<file path="src/rtl/collision_scanner.sv">
// collision_scanner
// On a start request the block captures every wall and tank position. It then
// checks one (tank, wall) pair per cycle. For each tank it looks at the
// rectangle the tank would occupy after one STEP in its current direction.
// When the walk is complete it publishes a registered per-tank move
// permission and pulses done for one cycle.
// Build option: defining the macro COLLISION_TANK_TANK_EN adds a
// tank-versus-tank pass. That pass takes one cycle per tank and sits between
// the wall walk and completion.
module collision_scanner #(
    parameter int NUM_WALLS = 4,
    parameter int NUM_TANKS = 2,
    parameter int STEP      = 1,
    parameter int TANK_W    = 32,
    parameter int TANK_H    = 32,
    parameter int SCREEN_W  = 640,
    parameter int SCREEN_H  = 480
) (
    input  logic                    Clk,
    input  logic                    Reset,
    input  logic                    start,
    input  logic [10*NUM_WALLS-1:0] wall_x,
    input  logic [10*NUM_WALLS-1:0] wall_y,
    input  logic [NUM_WALLS-1:0]    wall_vert,
    input  logic [10*NUM_TANKS-1:0] tank_x,
    input  logic [10*NUM_TANKS-1:0] tank_y,
    input  logic [3*NUM_TANKS-1:0]  tank_dir,
    output logic [NUM_TANKS-1:0]    can_move,
    output logic                    busy,
    output logic                    done
);

    localparam int TI_W = (NUM_TANKS > 1) ? $clog2(NUM_TANKS) : 1;
    localparam int WI_W = (NUM_WALLS > 1) ? $clog2(NUM_WALLS) : 1;
    localparam logic [TI_W-1:0] LAST_T = TI_W'(NUM_TANKS - 1);
    localparam logic [WI_W-1:0] LAST_W = WI_W'(NUM_WALLS - 1);

    // The candidate position is 11-bit signed. Comparisons are done one bit
    // wider so that coordinate-plus-size sums cannot wrap.
    localparam logic signed [10:0] L_STEP       = 11'(STEP);
    localparam logic signed [11:0] L_TANK_W     = 12'(TANK_W);
    localparam logic signed [11:0] L_TANK_H     = 12'(TANK_H);
    localparam logic signed [11:0] L_SCREEN_W   = 12'(SCREEN_W);
    localparam logic signed [11:0] L_SCREEN_H   = 12'(SCREEN_H);
    localparam logic signed [11:0] L_WALL_LONG  = 12'sd64;
    localparam logic signed [11:0] L_WALL_SHORT = 12'sd32;

    typedef enum logic [1:0] {
        S_IDLE = 2'd0,
        S_SCAN = 2'd1,
`ifdef COLLISION_TANK_TANK_EN
        S_TT   = 2'd2,
`endif
        S_DONE = 2'd3
    } state_t;

    state_t r_state, w_state_next;

    logic [TI_W-1:0]         r_t;
    logic [WI_W-1:0]         r_w;
    logic [NUM_TANKS-1:0]    r_blocked;
    logic [NUM_TANKS-1:0]    r_can_move;
    logic                    r_done;

    logic [10*NUM_WALLS-1:0] r_wall_x;
    logic [10*NUM_WALLS-1:0] r_wall_y;
    logic [NUM_WALLS-1:0]    r_wall_vert;
    logic [10*NUM_TANKS-1:0] r_tank_x;
    logic [10*NUM_TANKS-1:0] r_tank_y;
    logic [3*NUM_TANKS-1:0]  r_tank_dir;

    // Strict overlap: rectangles that only share an edge do not collide.
    function automatic logic rect_overlap(
        input logic signed [11:0] ax, input logic signed [11:0] ay,
        input logic signed [11:0] aw, input logic signed [11:0] ah,
        input logic signed [11:0] bx, input logic signed [11:0] by,
        input logic signed [11:0] bw, input logic signed [11:0] bh
    );
        return (ax < bx + bw) && (ax + aw > bx) &&
               (ay < by + bh) && (ay + ah > by);
    endfunction

    function automatic logic signed [11:0] ext_u10(input logic [9:0] v);
        return $signed({2'b00, v});
    endfunction

    logic [9:0]         w_tank_x, w_tank_y, w_wall_x, w_wall_y;
    logic [2:0]         w_dir;
    logic               w_wall_vert, w_active;
    logic signed [10:0] w_cand_x, w_cand_y;
    logic signed [11:0] w_cx, w_cy, w_wall_w, w_wall_h;
    logic               w_hit_wall, w_off_screen, w_pair_blocked;
    logic               w_last_t, w_last_w;

    // Select the current pair, form the tank's candidate rectangle and test it.
    always_comb begin
        // NOTE: every signal gets a value before any branch reads or modifies it, so no latch is inferred.
        w_tank_x    = r_tank_x[10*r_t +: 10];
        w_tank_y    = r_tank_y[10*r_t +: 10];
        w_dir       = r_tank_dir[3*r_t +: 3];
        w_wall_x    = r_wall_x[10*r_w +: 10];
        w_wall_y    = r_wall_y[10*r_w +: 10];
        w_wall_vert = r_wall_vert[r_w];
        w_active    = (w_dir >= 3'd1) && (w_dir <= 3'd4);
        w_cand_x    = $signed({1'b0, w_tank_x});
        w_cand_y    = $signed({1'b0, w_tank_y});
        case (w_dir)
            3'd1:    w_cand_y = w_cand_y - L_STEP;
            3'd2:    w_cand_x = w_cand_x + L_STEP;
            3'd3:    w_cand_x = w_cand_x - L_STEP;
            3'd4:    w_cand_y = w_cand_y + L_STEP;
            default: ;
        endcase
        w_cx         = {w_cand_x[10], w_cand_x};
        w_cy         = {w_cand_y[10], w_cand_y};
        w_wall_w     = w_wall_vert ? L_WALL_SHORT : L_WALL_LONG;
        w_wall_h     = w_wall_vert ? L_WALL_LONG : L_WALL_SHORT;
        w_hit_wall   = rect_overlap(w_cx, w_cy, L_TANK_W, L_TANK_H,
                                    ext_u10(w_wall_x), ext_u10(w_wall_y),
                                    w_wall_w, w_wall_h);
        w_off_screen = (w_cx < 12'sd0) || (w_cy < 12'sd0) ||
                       (w_cx + L_TANK_W > L_SCREEN_W) ||
                       (w_cy + L_TANK_H > L_SCREEN_H);
        w_pair_blocked = w_active &&
                         (w_hit_wall || ((r_w == '0) && w_off_screen));
        w_last_t = (r_t == LAST_T);
        w_last_w = (r_w == LAST_W);
    end

`ifdef COLLISION_TANK_TANK_EN
    logic w_tt_blocked;

    // Test the candidate of tank r_t against the current rectangle of every other tank.
    always_comb begin
        w_tt_blocked = 1'b0;
        for (int u = 0; u < NUM_TANKS; u++) begin
            if ((u != int'(r_t)) &&
                rect_overlap(w_cx, w_cy, L_TANK_W, L_TANK_H,
                             ext_u10(r_tank_x[10*u +: 10]),
                             ext_u10(r_tank_y[10*u +: 10]),
                             L_TANK_W, L_TANK_H))
                w_tt_blocked = 1'b1;
        end
        w_tt_blocked = w_tt_blocked && w_active;
    end
`endif

    // State register.
    always_ff @(posedge Clk or posedge Reset) begin
        if (Reset) r_state <= S_IDLE;
        else       r_state <= w_state_next;
    end

    // Next-state logic and busy flag.
    always_comb begin
        w_state_next = r_state;
        busy         = (r_state != S_IDLE);
        case (r_state)
            S_IDLE: if (start) w_state_next = S_SCAN;
            S_SCAN: begin
                if (w_last_w && w_last_t) begin
`ifdef COLLISION_TANK_TANK_EN
                    w_state_next = S_TT;
`else
                    w_state_next = S_DONE;
`endif
                end
            end
`ifdef COLLISION_TANK_TANK_EN
            S_TT:   if (w_last_t) w_state_next = S_DONE;
`endif
            S_DONE: w_state_next = S_IDLE;
            default: w_state_next = S_IDLE;
        endcase
    end

    // Pair counters, sticky blocked flags and published results.
    always_ff @(posedge Clk or posedge Reset) begin
        if (Reset) begin
            r_t        <= '0;
            r_w        <= '0;
            r_blocked  <= '0;
            r_can_move <= '1;
            r_done     <= 1'b0;
        end else begin
            r_done <= 1'b0;
            case (r_state)
                S_IDLE: begin
                    if (start) begin
                        r_blocked <= '0;
                        r_t       <= '0;
                        r_w       <= '0;
                    end
                end
                S_SCAN: begin
                    if (w_pair_blocked) r_blocked[r_t] <= 1'b1;
                    if (w_last_w) begin
                        r_w <= '0;
                        r_t <= w_last_t ? '0 : r_t + 1'b1;
                    end else begin
                        r_w <= r_w + 1'b1;
                    end
                end
`ifdef COLLISION_TANK_TANK_EN
                S_TT: begin
                    if (w_tt_blocked) r_blocked[r_t] <= 1'b1;
                    r_t <= w_last_t ? '0 : r_t + 1'b1;
                end
`endif
                S_DONE: begin
                    r_can_move <= ~r_blocked;
                    r_done     <= 1'b1;
                end
                default: ;
            endcase
        end
    end

    // Capture the playfield when a scan is accepted; later input changes are ignored.
    // NOTE: these are pure data registers that are always loaded before they are read, so they have no reset.
    always_ff @(posedge Clk) begin
        if ((r_state == S_IDLE) && start) begin
            r_wall_x    <= wall_x;
            r_wall_y    <= wall_y;
            r_wall_vert <= wall_vert;
            r_tank_x    <= tank_x;
            r_tank_y    <= tank_y;
            r_tank_dir  <= tank_dir;
        end
    end

    assign can_move = r_can_move;
    assign done     = r_done;

endmodule
</file>
<file path="config.mk">
export PLATFORM = sky130hd
export DESIGN_NAME = collision_scanner
export DESIGN_NICKNAME = d
export VERILOG_FILES = /design/src/rtl/collision_scanner.sv
export SDC_FILE = /design/constraint.sdc
export NUM_CORES = 1
export LEC_CHECK = 0
export ABC_AREA = 1
export ABC_CLOCK_PERIOD_IN_PS = 6700
export CORE_MARGIN = 4
export CORE_UTILIZATION = 49
export DETAILED_ROUTE_END_ITERATION = 16
export PLACE_DENSITY = 0.78
export SETUP_SLACK_MARGIN = 0.1
export SYNTH_ARGS = -nofsm -noshare
export SYNTH_HDL_FRONTEND = slang
export SYNTH_SLANG_ARGS = --single-unit
</file>
<file path="constraint.sdc">
create_clock -name Clk -period 6.7 [get_ports Clk]
set_input_delay 1.34 -clock Clk [delete_from_list [all_inputs] [get_ports Clk]]
set_output_delay 1.34 -clock Clk [all_outputs]
set_load 0.03 [all_outputs]
</file>
==> results.sh, run 1 <==
export IMPL_status="finished, final reports clean"
export IMPL_synthArstFlopShare=0.0714
export IMPL_synth_edff_count=130
export IMPL_grt_pass1_wl_mm=29.4
export IMPL_max_cap_violations=0
export IMPL_antenna_found_initial=0
export IMPL_p_leak_nw=4.33
export IMPL_hpwlAfterDp_mm=13.9
export IMPL_hold_class="reg -> reg"
export IMPL_synth_ff_type="edfxtp_1"
export IMPL_worstMarginPinSlew_ns=0.728
export IMPL_die_h_um=136
export IMPL_grt_overflow=0
export IMPL_dr_total_vias=6253
export IMPL_coreArea_sq_mm=0.0159
export IMPL_n_antenna_cell=0
export IMPL_final_cell_mix="nand2_1, clkdlybuf4s50_1, edfxtp_1"
export IMPL_drive_gt1_frac=0.0802
export IMPL_die_area_sq_mm=0.0184
export IMPL_cts_hold_buf=0
export IMPL_drc=0
export IMPL_crit_family="simple AND/OR/NAND/NOR gates"
export IMPL_end_kind="flop"
export IMPL_max_stage_delay_ns=0.45
export IMPL_cts_tree="built"
export IMPL_initialDrtViolationCount=387
export IMPL_port_buffers=136
export IMPL_cp_arrival_ns=5.04
export IMPL_wl_per_cell_um=15.2
export IMPL_dp_cells=1182
export IMPL_cpMaxStageDelayCell="dfrtp_1"
export IMPL_synth_area_sq_mm=0.00797
export IMPL_syn_num_nets=1035
export IMPL_holdWs_ns=0.494
export IMPL_synthCells=843
export IMPL_area_delta_synth_final_pct=27.3
export IMPL_pin_count=137
export IMPL_grt_usage=0.205
export IMPL_cts_buffers_inserted=17
export IMPL_viasPerCell=5.15
export IMPL_layout_commonest_cell="nand2_1"
export IMPL_critPathLaunchType="flop"
export IMPL_maxSlewViolCount=0
export IMPL_slew_headroom=0.514
export IMPL_hold_viol=0
export IMPL_clock_root_buffer="clkbuf_16"
export IMPL_synth_warning_count=0
export IMPL_clock_sinks=140
export IMPL_clkLatencyLatePin_ns=0.42
export IMPL_ant_nets=0
export IMPL_syn_mean_instance_area_sq_um=9.46
export IMPL_ys_seq_area_frac=0.521
export IMPL_setup_tns_ns=0
export IMPL_grt_max_degree=59
export IMPL_cts_buffer_depth=2
export IMPL_die_w_um=136
export IMPL_critical_path_class="reg -> reg"
export IMPL_ys_types=46
export IMPL_crit_required_ns=7.02
export IMPL_setup_viol=0
export IMPL_grt_setup_unrepaired="no"
export IMPL_cts_repair_resized=0
export IMPL_max_freq_mhz=212
export IMPL_grt_pass1_vias=6151
export IMPL_ctsHtreeMaxLevel=4
export IMPL_first_pass_iters=6
export IMPL_ir_drop_mv=0.322
export IMPL_clock_skew_ns=0.00678
export IMPL_initial_core_util=0.502
export IMPL_ys_ff_latch=140
export IMPL_totalWireLength_mm=18.4
export IMPL_finalPower_mw=5.43
export IMPL_fin_nets=1177
export IMPL_cp_num_buf_inv=5
export IMPL_p_per_area_mw_per_mm2=535
export IMPL_critPathMaxFanout=25
export IMPL_fin_crit_ns=4.72
export IMPL_rows=46
export IMPL_fin_crit_sh=0.704
export IMPL_crit_top_cell="nand2_1"
export IMPL_cts_clk_slew_worst_paths_ns=0.07
export IMPL_cts_setup_buffers=0
export IMPL_gp_congestion=0.878
export IMPL_finalNonFillerCells=1214
[Yosys cell counts (7+ instances only)]
library cell | n | area, sq um
nand2_1 | 270 | 1010
edfxtp_1 | 130 | 3900
inv_1 | 83 | 312
ha_1 | 55 | 688
nand3_1 | 48 | 240
a21oi_1 | 43 | 215
nor2_1 | 43 | 161
o21ai_0 | 25 | 125
nand4_1 | 17 | 106
a32o_1 | 10 | 100
nand2_2 | 9 | 56.3
dfrtp_1 | 8 | 200
clkbuf_1 | 7 | 26.3
nand2_4 | 7 | 78.8
nor3_1 | 7 | 35.0
xnor2_1 | 7 | 61.3
[metrics by stage]
step | setup slack [ns] | utilization | instance area (sq um)
3_3_place_gp | 2.03 | 0.601 | 9550
5_1_grt | 1.47 | 0.639 | 10100
6_report | 1.98 | 0.639 | 10100
3_5_place_dp | 2.03 | 0.601 | 9550
4_1_cts | 2.00 | 0.639 | 10100
2_1_floorplan | 1.13 | - | 7970
[layout make-up]
| class | instances | area, sq um |
|---|---|---|
| fillers | 1287 | 5740 |
| clock buffers | 17 | 425 |
| inverters | 90 | 340 |
| well taps | 216 | 270 |
| clock inverters | 15 | 178 |
| multi-input cells | 593 | 3370 |
| repair buffers | 143 | 1410 |
| flip-flops and latches | 140 | 4160 |
[worst reg2reg max path: cells and delay by family (launching register included)]
| family | cells | cell delay [ns] |
|---|---|---|
| simple gates | 15 | 1.50 |
| flops | 1 | 0.45 |
| compound gates | 5 | 1.02 |
| buf+inv | 5 | 0.84 |
| fa+ha+maj | 3 | 0.82 |
[layer usage]
layer,part of all wire,track usage
met4,0.022,0.0705
met2,0.51,0.348
met1,0.43,0.261
met3,0.039,0.0438
met5,0,0
[power breakdown]
group,switching [mW],internal (mW),total (mW)
Clock,0.414,0.533,0.947
Sequential,0.0588,1.14,1.20
Combinational,2.06,1.22,3.28
[flip-flops by register name (all words and copies together), names as in the netlist]
signal,cells
r_wall_vert,4
r_blocked,2
r_t,1
r_wall_x,40
r_wall_y,40
can_move,2
r_tank_y,20
r_w,2
r_tank_dir,6
done,1
r_state,2
r_tank_x,20
[path summary, 6_finish.rpt]
kind	from	endpoint	slack (ns)	depth (start not counted)
worst min-delay path	r_blocked[0]	can_move[0]	0.49	1
worst max register to register	r_t	r_blocked[1]	1.98	28
max in group asynchronous	Reset	can_move[0]	5.18	2
worst max-delay path	r_t	r_blocked[1]	1.98	28
worst min register to register	r_blocked[0]	can_move[0]	0.49	1
min in group asynchronous	Reset	done	1.19	2
[logic make-up after synthesis]
kind of cell,count (synthesis),synth area share
AOI/OAI and AO/OA,105,0.0808
xor gates and xnor gates,13,0.0162
and+or+nand+nor,416,0.228
DFF,140,0.521
buffers and inverters,110,0.0573
adders and majority gates,59,0.0964
Note: power is estimated with default switching activity, not from simulation.
==> inputs of run 2 (changes only) <==
ABC_CLOCK_PERIOD_IN_PS = 4700   (was 6700)
CORE_UTILIZATION = 54   (was 49)
PLACE_DENSITY = 0.81   (was 0.78)
clock period = 4.7 ns   (was 6.7 ns; I/O delays follow)
==> results.sh, run 2 (synthesis gave the netlist of run 1 again) <==
export IMPL_r2r_start="r_w[0]"
export IMPL_crit_required_ns=5.07
export IMPL_die_w_um=130
export IMPL_grt_pass1_wl_mm=30.7
export IMPL_clkLatencyLatePin_ns=0.43
export IMPL_initialDrtViolationCount=412
export IMPL_cts_hold_buf=0
export IMPL_grt_overflow=0
export IMPL_pre_cts_slack_ns=0.349
export IMPL_die_h_um=130
export IMPL_critPathLaunchType="flop"
export IMPL_dr_total_vias=6357
export IMPL_fin_ws_ns=0.395
export IMPL_cts_buffer_depth=2
export IMPL_max_freq_mhz=232
export IMPL_antenna_found_initial=0
export IMPL_slew_headroom=0.478
export IMPL_cp_arrival_ns=4.67
export IMPL_rrSetupSlack_ns=0.40
export IMPL_dp_cells=1155
export IMPL_cts_tree="built"
export IMPL_multi_input_area_sq_mm=0.00340
export IMPL_ir_drop_mv=0.466
export IMPL_clock_root_buffer="clkbuf_16"
export IMPL_worstMarginPinSlew_ns=0.783
export IMPL_placed_cell_area_sq_mm=0.00956
export IMPL_drc=0
export IMPL_n_antenna_cell=0
export IMPL_first_pass_iters=5
export IMPL_ff_latch_area_sq_mm=0.00416
export IMPL_fin_util=0.704
export IMPL_cts_clk_slew_worst_paths_ns=0.06
export IMPL_maxSlewViolCount=0
export IMPL_clock_sinks=140
export IMPL_final_cell_mix="nand2_1, clkdlybuf4s50_1, edfxtp_1"
export IMPL_holdWs_ns=0.467
export IMPL_port_buffers=136
export IMPL_viasPerCell=5.35
export IMPL_gp_congestion=0.919
export IMPL_crit_end="r_blocked[0]"
export IMPL_hold_viol=0
export IMPL_hpwlAfterDp_mm=14.3
export IMPL_ff2ff_path_depth=22
export IMPL_finalPower_mw=7.94
export IMPL_area_delta_synth_final_pct=27.9
export IMPL_pin_count=137
export IMPL_cts_buffers_inserted=17
export IMPL_grt_max_degree=85
export IMPL_nFillCells=1078
export IMPL_max_cap_violations=0
export IMPL_top_regs="r_wall_x (40), r_wall_y (40)"
export IMPL_fin_crit_ns=4.30
export IMPL_grt_pass1_vias=6592
export IMPL_ant_nets=0
export IMPL_crit_path_start="r_w[0]"
export IMPL_p_leak_nw=4.35
export IMPL_totalWireLength_mm=19.1
export IMPL_coreArea_sq_mm=0.0145
export IMPL_p_per_area_mw_per_mm2=778
export IMPL_grt_usage=0.235
export IMPL_worstHoldStart="r_blocked[0]"
export IMPL_wl_per_cell_um=16.1
export IMPL_critPathMaxFanout=14
export IMPL_grt_setup_unrepaired="no"
export IMPL_status="finished, final reports clean"
export IMPL_ctsHtreeMaxLevel=4
export IMPL_setup_tns_ns=0
export IMPL_drive_gt1_frac=0.0906
export IMPL_r2r_end="r_blocked[0]"
export IMPL_rows=44
export IMPL_clock_skew_ns=0.00972
export IMPL_finalNonFillerCells=1188
export IMPL_fin_crit_sh=0.916
export IMPL_setup_viol=0
export IMPL_hold_class="reg -> reg"
export IMPL_die_area_sq_mm=0.0168
export IMPL_initial_core_util=0.551
export IMPL_critical_path_class="reg -> reg"
export IMPL_fin_area_sq_mm=0.0102
export IMPL_end_kind="flop"
export IMPL_fin_nets=1183
export IMPL_layout_commonest_cell="nand2_1"
-- run 2: metal layers --
layer / GRT usage / vias to the layer above / part of all wire
met3: 0.0491 / 51 / 0.047
met2: 0.413 / 192 / 0.51
met5: 0 / - / 0
met4: 0.0947 / 0 / 0.031
met1: 0.281 / 2943 / 0.41
li1: - / 3171 / -
-- run 2: timing repair --
item,in CTS,in global routing
gates resized for setup,0,12
setup buffers,0,1
setup endpoints to repair,0,2
-- run 2: layout make-up --
type	count	area share
repair buffers	149	0.144
clock inverters	14	0.0158
well taps	184	0.0226
inverters	90	0.0339
multi-input cells	593	0.334
flip-flops and latches	140	0.408
clock buffers	18	0.0421
-- run 2: how the worst min path moves through the flow --
| stage | to | slack [ns] | depth (start not counted) |
|---|---|---|---|
| after floorplan | can_move[0] | 0.40 | 1 |
| final | can_move[0] | 0.47 | 1 |
| after detailed placement | can_move[0] | 0.43 | 1 |
| after CTS | can_move[0] | 0.47 | 1 |
| after global placement | can_move[0] | 0.45 | 1 |
| after global routing | can_move[0] | 0.52 | 1 |
-- run 2: report_power, final --
part	internal, mW	total, mW	leakage (nW)	switching [mW]
logic	1.81	4.88	2.75	3.07
clock network	0.793	1.34	0.279	0.550
registers	1.63	1.72	1.31	0.0872
-- run 2: critical path, cell delays in order, from the launching register on --
cell      delay, ns
dfrtp_1        0.46
clkinv_1       0.09
buf_4          0.19
nand2_1        0.07
a32oi_1        0.65
inv_1          0.20
ha_1           0.29
fa_1           0.41
xor2_1         0.18
ha_1           0.31
a21oi_1        0.16
o21ai_0        0.11
o211ai_1       0.18
nand2_1        0.07
o211ai_1       0.11
nand2_1        0.11
nor2_1         0.10
nand3_1        0.10
o21ai_2        0.18
nand2_1        0.08
nand2_1        0.08
nand2_1        0.06
nand2_1        0.05
==> inputs of run 3 (changes only) <==
ABC_CLOCK_PERIOD_IN_PS = 5130   (was 4700)
CORE_UTILIZATION = 58   (was 54)
PLACE_DENSITY = 0.86   (was 0.81)
RECOVER_POWER = 100   (was default)
clock period = 5.13 ns   (was 4.7 ns; I/O delays follow)
==> results.sh, run 3 (synthesis gave the netlist of run 1 again) <==
export IMPL_switching_share=0.469
export IMPL_ir_drop_mv=0.431
export IMPL_grt_pass1_wl_mm=31.3
export IMPL_coreArea_sq_mm=0.0133
export IMPL_cts_buffer_depth=2
export IMPL_layout_commonest_cell="nand2_1"
export IMPL_min_to="can_move[0]"
export IMPL_grt_max_degree=87
export IMPL_nFillCells=907
export IMPL_fin_crit_sh=0.905
export IMPL_clock_skew_ns=0.00667
export IMPL_pin_count=137
export IMPL_p_int_mw=3.83
export IMPL_rows=42
export IMPL_cp_arrival_ns=5.01
export IMPL_dr_total_vias=6527
export IMPL_grt_overflow=0
export IMPL_clkLatencyLatePin_ns=0.43
export IMPL_ant_nets=0
export IMPL_status="finished with violations"
export IMPL_setup_tns_ns=0
export IMPL_wl_per_cell_um=16.3
export IMPL_die_area_sq_mm=0.0157
export IMPL_power_switching_mw=3.38
export IMPL_final_cell_mix="nand2_1, dlygate4sd3_1, edfxtp_1"
export IMPL_combPwrFrac=0.610
export IMPL_drive_gt1_frac=0.0838
export IMPL_dr_max_layer_used="met4"
export IMPL_max_stage_delay_ns=0.52
export IMPL_fin_util=0.759
export IMPL_top_regs="r_wall_x (40), r_wall_y (40)"
export IMPL_die_w_um=125
export IMPL_initialDrtViolationCount=627
export IMPL_ff2ff_path_depth=25
export IMPL_gp_congestion=0.930
export IMPL_area_delta_synth_final_pct=27.0
export IMPL_end_kind="flop"
export IMPL_hold_class="reg -> reg"
export IMPL_failed_checks="max-capacitance violations, max-slew violations"
export IMPL_cts_tree="built"
export IMPL_max_freq_mhz=215
export IMPL_wl_met2_mm=10.2
export IMPL_r2r_end="r_blocked[0]"
export IMPL_max_cap_violations=2
export IMPL_first_pass_iters=5
export IMPL_worstHoldStart="r_blocked[0]"
export IMPL_fin_nets=1181
export IMPL_viasPerCell=5.51
export IMPL_grt_setup_unrepaired="no"
export IMPL_cpMaxStageDelayCell="dfrtp_2"
export IMPL_initial_core_util=0.597
export IMPL_grt_pass1_vias=6543
export IMPL_maxSlewViolCount=134
export IMPL_clock_sinks=140
export IMPL_grt_usage=0.252
export IMPL_setup_viol=0
export IMPL_r2r_start="r_t"
export IMPL_antenna_found_initial=6
export IMPL_critPathMaxFanout=18
export IMPL_worstMarginPinSlew_ns=2.37
export IMPL_critical_path_class="reg -> reg"
export IMPL_die_h_um=125
export IMPL_rrSetupSlack_ns=0.49
export IMPL_crit_top_cell="nand2_1"
export IMPL_crit_family="compound AO/OA/AOI/OAI gates"
export IMPL_crit_required_ns=5.49
export IMPL_hpwlAfterDp_mm=14.0
export IMPL_fin_crit_ns=4.64
export IMPL_cts_buffers_inserted=17
export IMPL_holdPathStages=1
export IMPL_critPathLaunchType="flop"
export IMPL_power_share_clock=0.169
export IMPL_totalWireLength_mm=19.3
export IMPL_slew_headroom=-0.578
export IMPL_port_buffers=136
export IMPL_hold_viol=0
export IMPL_finalNonFillerCells=1184
export IMPL_clock_root_buffer="clkbuf_16"
export IMPL_cts_clk_slew_worst_paths_ns=0.06
export IMPL_p_seq_frac=0.221
export IMPL_cp_num_buf_inv=1
export IMPL_p_leak_nw=4.38
export IMPL_dr_wl_met3_um=918
export IMPL_drt_met1_wl_mm=7.65
export IMPL_drc=0
export IMPL_ctsHtreeMaxLevel=4
export IMPL_p_per_area_mw_per_mm2=711
export IMPL_dp_cells=1146
run 3: per-stage QoR:
stage / power (mW) / instance area, sq um / setup WS (ns) / hold slack [ns]
after global routing: 7.87 / 10100 / 0.0970 / 0.483
after detailed placement: 5.84 / 9530 / 0.505 / 0.448
after floorplan: 4.85 / 7980 / 1.08 / 0.404
after CTS: 7.14 / 10100 / 0.340 / 0.473
after global placement: 5.73 / 9530 / 0.627 / 0.454
final: 7.20 / 10100 / 0.488 / 0.468
run 3: timing repair:
item / 4_1_cts / 5_1_grt
resized for setup: 0 / 2
hold buffers: 0 / 0
hold endpoints to repair: 0 / 0
endpoints found under the setup margin: 0 / 2
setup buffers: 0 / 0
run 3: metal layers:
layer  track usage  up-vias
met2         0.450      232
met1         0.295     3067
met4         0.108        0
li1              -     3177
met5             0        -
met3        0.0507       51
run 3: area by class of cell:
type                            instances  area [sq um]  area share
Sequential cell                       140          4160       0.411
Multi-Input combinational cell        593          3370       0.333
Timing Repair Buffer                  147          1440       0.142
Clock buffer                           17           425      0.0420
Inverter                               90           340      0.0336
Tap cell                              176           220      0.0217
Clock inverter                         15           160      0.0158
Antenna cell                            6          15.0     0.00148
run 3: how the worst max path moves through the flow:
stage               from           end  slack (ns)  cells past startpoint
finish               r_t  r_blocked[0]        0.49                     25
global route         r_t  r_blocked[0]         0.1                     28
CTS                  r_t  r_blocked[0]        0.34                     26
detailed placement   r_t  r_blocked[0]        0.51                     26
global placement     r_t  r_blocked[1]        0.63                     32
floorplan            r_t  r_blocked[1]        1.08                     25
run 3: power by group through the flow:
stage               Sequential (mW)  Clock, mW  Combinational [mW]
detailed placement             1.60          0                4.24
global placement               1.59          0                4.13
finish                         1.60       1.21                4.40
global route                   1.62       1.29                4.97
CTS                            1.58       1.23                4.33
floorplan                      1.60          0                3.26
